## src/rtl/float_fixed_pkg.sv

```systemverilog
// float_fixed_pkg: shared operand classes, shift-direction encoding and exponent bias
package float_fixed_pkg;
  typedef enum logic [2:0] {ZERO, DENORM, NORMAL, INF, NAN} floatClass_e;
  typedef enum logic {SH_LEFT = 1'b0, SH_RIGHT = 1'b1} shiftDir_e;
  function automatic int expBias(input int expBits);
    return (1 << (expBits - 1)) - 1;
  endfunction
endpackage

```

## src/rtl/float_to_fixed_shift.sv

```systemverilog
// float_to_fixed_shift: barrel shifter of the significand; ovf flags bits lost above FIXEDSIZE
module float_to_fixed_shift
  import float_fixed_pkg::*;
#(
  parameter int SIGBITS = 24,
  parameter int FIXEDSIZE = 32,
  parameter int AMTBITS = 20
) (
  input  logic [SIGBITS-1:0]   sig,
  input  shiftDir_e            dir,
  input  logic [AMTBITS-1:0]   amt,
  output logic [FIXEDSIZE-1:0] mag,
  output logic                 ovf
);
  localparam int EW = FIXEDSIZE + SIGBITS;
  logic [EW-1:0] wide;
  // A left shift of at least FIXEDSIZE pushes any set bit past the window even when wide wraps it out
  always_comb begin
    wide = dir == SH_LEFT ? EW'(sig) << amt : EW'(sig) >> amt;
    mag = wide[FIXEDSIZE-1:0];
    ovf = |wide[EW-1:FIXEDSIZE] | (dir == SH_LEFT & amt >= AMTBITS'(FIXEDSIZE) & |sig);
  end
endmodule

```

## src/rtl/float_to_fixed_pipe.sv

```systemverilog
// float_to_fixed_pipe: 3-stage float to signed fixed converter (classify, shift, sign/clamp).
// Define SATURATE_EN to clamp overflowed results instead of wrapping.
module float_to_fixed_pipe
  import float_fixed_pkg::*;
#(
  parameter int FLOATSIZE = 32,
  parameter int FIXEDSIZE = 32,
  parameter int RADIXPOINTSIZE = 6,
  parameter int EXPONENTBITS = 8,
  parameter int MANTISSABITS = 23
) (
  input  logic                      Clk,
  input  logic                      Rst_n,
  input  logic                      InValid,
  output logic                      OutReady,
  input  logic [FLOATSIZE-1:0]      InFloat,
  input  logic [RADIXPOINTSIZE-1:0] InRadixPoint,
  output logic                      OutValid,
  input  logic                      InReady,
  output logic [FIXEDSIZE-1:0]      OutFixed,
  output logic                      OutOverflow,
  output logic                      OutInvalid
);
  localparam int BIAS = expBias(EXPONENTBITS);
  localparam int SHW = EXPONENTBITS + RADIXPOINTSIZE + $clog2(MANTISSABITS + 1) + 2;
  localparam logic [FIXEDSIZE-1:0] MAXPOS = {1'b0, {(FIXEDSIZE - 1){1'b1}}};
  localparam logic [FIXEDSIZE-1:0] MINNEG = {1'b1, {(FIXEDSIZE - 1){1'b0}}};
  logic [EXPONENTBITS-1:0] expField, effExp;
  logic [MANTISSABITS-1:0] mantField;
  logic [SHW-1:0] shiftVal, inAmt;
  floatClass_e inCls;
  shiftDir_e inDir;
  logic s1Valid, s1Sign;
  floatClass_e s1Cls;
  logic [MANTISSABITS:0] s1Sig;
  shiftDir_e s1Dir;
  logic [SHW-1:0] s1Amt;
  logic [FIXEDSIZE-1:0] shMag;
  logic shOvf;
  logic s2Valid, s2Sign, s2Ovf;
  floatClass_e s2Cls;
  logic [FIXEDSIZE-1:0] s2Mag, signedMag, resFixed;
  logic magOvf, resOvf;
  // One global advance: the whole pipe freezes whenever the result register is blocked
  assign OutReady = ~OutValid | InReady;
  always_comb begin
    expField = InFloat[FLOATSIZE-2 -: EXPONENTBITS];
    mantField = InFloat[MANTISSABITS-1:0];
    effExp = expField == '0 ? EXPONENTBITS'(1) : expField;
    shiftVal = SHW'(effExp) + SHW'(InRadixPoint) - SHW'(BIAS + MANTISSABITS);
    inDir = (~shiftVal[SHW-1] & |shiftVal) ? SH_LEFT : SH_RIGHT;
    inAmt = inDir == SH_LEFT ? shiftVal : -shiftVal;
    inCls = expField == '0 ? (mantField == '0 ? ZERO : DENORM) :
            &expField ? (mantField == '0 ? INF : NAN) : NORMAL;
  end
  always_ff @(posedge Clk or negedge Rst_n) begin
    if (!Rst_n) begin
      s1Valid <= 1'b0;
      s1Sign <= 1'b0;
      s1Cls <= ZERO;
      s1Sig <= '0;
      s1Dir <= SH_RIGHT;
      s1Amt <= '0;
    end else if (OutReady) begin
      s1Valid <= InValid;
      s1Sign <= InFloat[FLOATSIZE-1];
      s1Cls <= inCls;
      s1Sig <= {|expField, mantField};
      s1Dir <= inDir;
      s1Amt <= inAmt;
    end
  end
  float_to_fixed_shift #(
    .SIGBITS(MANTISSABITS + 1),
    .FIXEDSIZE(FIXEDSIZE),
    .AMTBITS(SHW)
  ) u_shift (
    .sig(s1Sig),
    .dir(s1Dir),
    .amt(s1Amt),
    .mag(shMag),
    .ovf(shOvf)
  );
  always_ff @(posedge Clk or negedge Rst_n) begin
    if (!Rst_n) begin
      s2Valid <= 1'b0;
      s2Sign <= 1'b0;
      s2Cls <= ZERO;
      s2Mag <= '0;
      s2Ovf <= 1'b0;
    end else if (OutReady) begin
      s2Valid <= s1Valid;
      s2Sign <= s1Sign;
      s2Cls <= s1Cls;
      s2Mag <= shMag;
      s2Ovf <= shOvf;
    end
  end
  // A magnitude of exactly 2^(FIXEDSIZE-1) is representable only when negative
  always_comb begin
    magOvf = s2Ovf | (s2Mag[FIXEDSIZE-1] & (~s2Sign | |s2Mag[FIXEDSIZE-2:0]));
    resOvf = s2Cls == INF | (s2Cls != NAN & magOvf);
    signedMag = s2Sign ? -s2Mag : s2Mag;
`ifdef SATURATE_EN
    resFixed = s2Cls == NAN ? '0 : resOvf ? (s2Sign ? MINNEG : MAXPOS) : signedMag;
`else
    resFixed = (s2Cls == NAN | s2Cls == INF) ? '0 : signedMag;
`endif
  end
  always_ff @(posedge Clk or negedge Rst_n) begin
    if (!Rst_n) begin
      OutValid <= 1'b0;
      OutFixed <= '0;
      OutOverflow <= 1'b0;
      OutInvalid <= 1'b0;
    end else if (OutReady) begin
      OutValid <= s2Valid;
      OutFixed <= resFixed;
      OutOverflow <= resOvf;
      OutInvalid <= s2Cls == NAN;
    end
  end
endmodule
```

## config.mk

```make
export PLATFORM = sky130hd
export DESIGN_NAME = float_to_fixed_pipe
export DESIGN_NICKNAME = d
export VERILOG_FILES = /design/src/rtl/float_fixed_pkg.sv /design/src/rtl/float_to_fixed_shift.sv /design/src/rtl/float_to_fixed_pipe.sv
export SDC_FILE = /design/constraint.sdc
export NUM_CORES = 1
export LEC_CHECK = 0
export CAP_MARGIN = 20
export CORE_MARGIN = 2
export CORE_UTILIZATION = 40
export CTS_CLUSTER_SIZE = 16
export DETAILED_ROUTE_END_ITERATION = 8
export PLACE_DENSITY = 0.56
export SETUP_SLACK_MARGIN = 0.15
export SYNTH_ARGS = -nofsm -noshare
export SYNTH_HDL_FRONTEND = slang
export SYNTH_SLANG_ARGS = --single-unit
```

## constraint.sdc

```tcl
create_clock -name Clk -period 3.2 [get_ports Clk]
set_input_delay 0.48 -clock Clk [delete_from_list [all_inputs] [get_ports Clk]]
set_output_delay 0.48 -clock Clk [all_outputs]
set_load 0.03 [all_outputs]
```

==> results.toml, run 1 <==
[sta]
setup_ws_ns = -0.133
period_needed_ns = 3.33
finalClockSkew_ns = 0.0171
slew_viol_final = 0
fmax_mhz = 300
setup_viol = 18
slew_headroom_pct = 30.0
hold_viol_final = 0
rsz0062_at_grt = "yes"
worstMarginPinSlew_ns = 1.05
finalCritPeriodShare_pct = 104

[clock_network]
clk_path_buf_depth = 2
postCtsHoldBufs = 0
clock_latency_ns = 0.42
cts_tree = "done"
cts_sinks = 124
root_buffer = "clkbuf_16"
clkTransAtPathRegs_ns = 0.06
cts_made_buffers = 17
htreeDepth = 4

[synth]
synth_cell_types = 62
synth_seq_cells = 124
synth_area_mm2 = 0.00911
ys_async_sr_fraction_pct = 100
synth_ff_type = "dfrtp_1"
syn_inst = 1099
syn-num-nets = 1161
postSynthAreaPerCell_um2 = 8.29
synth_edf_count = 0
ys.warnings.count = 0
ys_seq_area_share_pct = 34.1

[worst_setup_path]
critPathTopFamily = "adder cells"
startpoint_type = "primary input"
worstPathArrival_ns = 3.68
setup.worst_path.class = "primary input to flop"
slowest_delay_ns = 0.35
critPathMaxFanout = 6
cp_data_required_time_ns = 3.55
worst-path-buf-inv = 4
crit_chain = "buf_6 > buf_6 > inv_12 > ha_4 > nor4b_4 > nand2_1 > nand2b_1 > ha_2 > ha_4 > fa_2 > a21o_1 > a21oi_2 > o21bai_1 > a21o_1 > xnor2_2 > and3_4 > nand2_4 > ha_4 > buf_6 > or3_1 > a31oi_1"
cp-end-kind = "flop"
slowest_stage = "or3_1"

[route]
first_pass_iters = 5
wire_per_inst_um = 17.8
totalWireLength_um = 27000
drtAntennaViolNets = 0
drc = 0
drtIter0Drc = 887
num_vias = 8530
viasPerCell = 5.62

[floorplan]
core-area_mm2 = 0.0225
initial_core_util_pct = 40.5
die_y_um = 155
die_w_um = 155
ios = 78
num_rows = 55
die_area_mm2 = 0.0240

[outcome]
status = "finished, violations left"
violations = "setup timing"

[cells_and_area]
design.final.nets = 1284
final_core_util_pct = 52.1
drive_above_1_share_pct = 20.5
diodes = 0
stdcell_count = 1519
area_growth_pct = 28.7
n_fill_cell = 2186

[global_routing]
grt_pass1_wl_um = 44100
grt_use_total_pct = 23.1
grt_max_degree = 101
antenna_found_initial = 0
gr-total-overflow = 0
grt_pass1_vias = 8194

[power]
power.total_mw = 9.91
pwr_density_cell_mw_per_mm2 = 845
p_leak_nw = 5.05
irDropWorstVdd_mv = 0.327

[min_path]
hp-class = "primary input to async pin"

[place]
dp_slack_ns = -1.01
io_buffers = 77
dp.cells = 1476
place_congestion = 0.971
hpwl_um = 20000

[run]
max_cap_viol_count = 0
-- layer usage --
metal / part of all wire, % / GRT usage, %
met4: 2.4 / 7.32
met2: 48 / 38.2
met1: 45 / 31.0
met5: 0 / 0
met3: 5.1 / 3.82
-- layout make-up --
cell class / instances / area [um2] / area share, %
repair buffers: 192 / 1740 / 14.8
multi-input cells: 856 / 5810 / 49.5
clock inverters: 14 / 159 / 1.35
inverters: 31 / 134 / 1.14
clock buffers: 17 / 425 / 3.63
flip-flops and latches: 124 / 3110 / 26.5
well taps: 285 / 357 / 3.04
-- synth_stat cells, drive strengths merged (5+ instances only) --
cell type,instances,share of area (%)
a2111oi,5,0.48
a211oi,13,1.1
a21oi,80,4.4
a22oi,8,0.66
a31oi,6,0.41
and2,5,0.34
buf,23,1.2
clkbuf,65,2.7
dfrtp,123,34
ha,19,2.6
inv,30,1.2
mux2,13,1.6
mux2i,39,4.3
mux4,34,8.4
nand2,237,9.8
nand2b,7,0.48
nand3,8,0.44
nand4,6,0.41
nor2,89,3.7
nor2b,12,0.82
nor3,24,1.3
nor4,19,1.3
o211ai,6,0.49
o21a,8,0.66
o21ai,80,4.4
o22a,5,0.48
o31ai,23,2.1
o41ai,5,0.48
or3,14,1.2
xnor2,9,0.87
xor2,31,3.0
-- report_power, final --
part	internal (mW)	leakage, nW	switching, mW
Sequential	2.03	1.54	0.549
Clock	1.16	0.282	0.785
Combinational	2.36	3.23	3.03
-- placed cells by master (no fill, tap or decap), drive strengths merged, types with 9 or more instances in the layout --
master         Yosys  final
or3               14     14
ha                19     19
buf               23    117
dfrtp            123    123
mux2i             39     39
a211oi            13     13
nor3              24     24
inv               30     36
xor2              31     31
nor2b             12     12
mux2              13     13
o31ai             23     23
a21oi             80     80
clkdlybuf4s50      0     67
nand2            237    237
o21ai             80     80
clkbuf            65     18
nor4              19     19
mux4              34     34
nor2              89     89
xnor2              9      9
-- stage by stage --
step,hold WS (ns),setup TNS [ns],instance area (um2)
after floorplan,0.184,-5.99,9290
final,0.0882,-1.12,11700
after global placement,0.444,-17.86,10900
after detailed placement,0.448,-19.62,10900
after global routing,0.141,-4.04,11700
after CTS,0.112,-0.846,11600
-- sequential cells by signal, indices dropped and copies added, names as in the netlist --
name	count
s1Dir	1
s2Valid	1
OutValid	1
s1Sign	1
OutFixed	32
s2Ovf	1
s1Amt	21
s2Mag	32
s1Cls	3
OutInvalid	1
s1Valid	1
OutOverflow	1
s1Sig	24
s2Cls	3
s2Sign	1
-- what timing repair did --
item / CTS / global route
resized for setup: 30 / 26
setup endpoints to repair: 21 / 22
pin swaps: 30 / 10
cloned: 0 / 1
buffers inserted: 10 / 2
-- path summary, 6_finish.rpt --
path | to | from | cells after the start | slack (ns)
setup / recovery | s1Amt[8] | InFloat[30] | 21 | -0.13
hold / removal | OutFixed[28] | Rst_n | 1 | 0.09
setup reg to reg | s2Ovf | s1Amt[0] | 9 | 0.24
hold reg to reg | s2Valid | s2Valid | 2 | 0.46
max in group asynchronous | OutFixed[4] | Rst_n | 2 | 2.26
min in group Clk | s2Valid | s2Valid | 2 | 0.46
-- cell families after synthesis --
logic type               count (synthesis)  synth area share (%)
AO/OA/AOI/OAI                          270                  18.4
XOR/XNOR                                40                  3.85
multiplexers                            86                  14.3
AND/OR/NAND/NOR                        440                  21.4
adder cells (fa/ha/maj)                 20                  2.83
buffers and inverters                  119                  5.16
flip-flops                             124                  34.1
(Power assumes the default switching activity.)
==> inputs of run 2 (changes only) <==
PLACE_DENSITY = default   (was 0.56)
SKIP_LAST_GASP = 1   (was default)
==> run 2 against run 1 <==
The run still ends with setup timing left. Core utilization rose by 0.23 points. Critical endpoint is now s1Amt[5]. Final cell count is 0.33% higher. Critical path depth rose by 2. Critical path type unchanged.
==> results.toml, run 2 (synthesis results as in run 1) <==
[power]
pwr_density_cell_mw_per_mm2 = 854
irDropWorstVdd_mv = 0.378
p_leak_nw = 5.07

[global_routing]
grt_max_degree = 101
grt_use_total_pct = 23.1
gr-total-overflow = 0
grt_pass1_wl_um = 43900
grt_pass1_vias = 8416
antenna_found_initial = 0

[place]
dp_slack_ns = -0.990
place_congestion = 1.01
hpwl_um = 19600
io_buffers = 77

[sta]
fmax_mhz = 309
setup_viol = 17
setup_tns_ns = -0.263
finalClockSkew_ns = 0.00964
period_needed_ns = 3.24
rsz0062_at_grt = "yes"
worstMarginPinSlew_ns = 1.03
setup_ws_ns = -0.0413
hold_viol_final = 0
slew_viol_final = 0
slew_headroom_pct = 31.0
finalCritPeriodShare_pct = 101

[route]
drtAntennaViolNets = 0
totalWireLength_um = 26600
num_vias = 8613
drtIter0Drc = 886
first_pass_iters = 6
drc = 0
viasPerCell = 5.65
wire_per_inst_um = 17.5

[floorplan]
num_rows = 55
die_y_um = 155
die_area_mm2 = 0.0240
initial_core_util_pct = 40.5
ios = 78
die_w_um = 155
core-area_mm2 = 0.0225

[worst_setup_path]
worst-path-buf-inv = 5
slowest_delay_ns = 0.33
startpoint_type = "primary input"
crit_chain = "buf_6 > buf_6 > inv_12 > ha_4 > nor4b_4 > nand2_1 > nand2b_1 > ha_2 > ha_4 > fa_2 > a21o_1 > a21oi_2 > o21bai_1 > a21o_1 > xnor2_2 > and3_4 > nand2_4 > ha_4 > buf_8 > buf_6 > nor2_4 > xnor2_2 > a21oi_1"
critPathTopFamily = "adder cells"
r2r_cells = 8
reg2reg_from = "s2Mag[8]"
slowest_stage = "fa_2"
cp_data_required_time_ns = 3.50
setup.worst_path.class = "primary input to flop"
cp-end-kind = "flop"
rrSetupSlack_ns = 0.22
crit_path_start = "InFloat[30]"
critPathMaxFanout = 7
r2r-end = "OutFixed[29]"
worstPathArrival_ns = 3.54

[cells_and_area]
drive_above_1_share_pct = 20.9
multi_input_area_mm2 = 0.00581
final_common_cell = "nand2_1"
largestRegisters = "OutFixed x32, s2Mag x32, s1Sig x24"
regArea_mm2 = 0.00311
diodes = 0
n_fill_cell = 2153
design.final.nets = 1288
area_growth_pct = 29.3
final_cell_mix = "nand2_1 (236), dfrtp_1 (120), buf_4 (107), nor2_1 (85), a21oi_1 (70)"

[clock_network]
clkTransAtPathRegs_ns = 0.06
cts_sinks = 124
clock_latency_ns = 0.43
postCtsHoldBufs = 0
cts_made_buffers = 17
root_buffer = "clkbuf_16"
clk_path_buf_depth = 2
cts_tree = "done"
htreeDepth = 4

[outcome]
status = "finished, violations left"
violations = "setup timing"

[run]
max_cap_viol_count = 0

[min_path]
hp-class = "primary input to async pin"
[run 2: area by class of cell]
class | count | share of cell area, %
multi-input combinational | 856 | 49.3
inverter | 31 | 1.14
sequential | 124 | 26.4
timing repair buffer | 196 | 14.6
clock buffer | 22 | 4.19
tap | 285 | 3.03
clock inverter | 10 | 1.27
[run 2: worst reg2reg max path, stage by stage (launching register included)]
cell and delay, ns:
dfrtp_1 0.42, or4_4 0.54, or3_4 0.36, or3_4 0.40, or2_4 0.25, or3_4 0.44, o31ai_4 0.19, xor2_1 0.18
o21ai_1 0.08
[run 2: through the flow]
step | total power, mW | hold WS [ns] | cell area (um2) | std cells | util, %
6_report | 10.1 | 0.0600 | 11800 | 1524 | 52.4
5_1_grt | 10.7 | 0.103 | 11800 | 1524 | 52.4
4_1_cts | 9.93 | 0.0819 | 11600 | 1515 | 51.5
3_5_place_dp | 7.74 | 0.460 | 10800 | 1470 | 48.1
3_3_place_gp | 7.68 | 0.445 | 10800 | 1470 | 48.1
2_1_floorplan | 5.91 | 0.184 | 9290 | 1099 | -
[run 2: how the worst max path moves through the flow]
stage                 to  slack [ns]  cells past startpoint
2_1_floorplan   s1Amt[7]       -0.35                     20
3_3_place_gp    s1Amt[3]       -0.90                     21
3_5_place_dp    s1Amt[3]       -0.99                     21
4_1_cts        s1Amt[12]       -0.07                     21
5_1_grt         s1Amt[6]       -0.21                     23
6_report        s1Amt[5]       -0.04                     23
[run 2: power by group]
group	total, mW	leakage [nW]	switching [mW]	internal (mW)
registers	2.59	1.54	0.565	2.03
logic	5.34	3.22	3.02	2.32
clock network	2.12	0.314	0.779	1.34
total	10.1	5.07	4.36	5.69
[run 2: routing by layer]
layer  wire (um)  share of wire (%)  up-vias  global-route usage, %
met5           0                  0        -                      0
met4         737                2.8        0                   8.82
met3        1480                5.5       57                   4.32
met2       12700                 48      297                   37.2
met1       11700                 44     4081                   30.9
li1            -                  -     4178                      -
[run 2: what timing repair did]
item                                    in CTS  in global routing
endpoints found under the setup margin      22                 25
pin swaps                                   25                 11
gates resized for setup                     27                 29
setup buffers                               13                  9
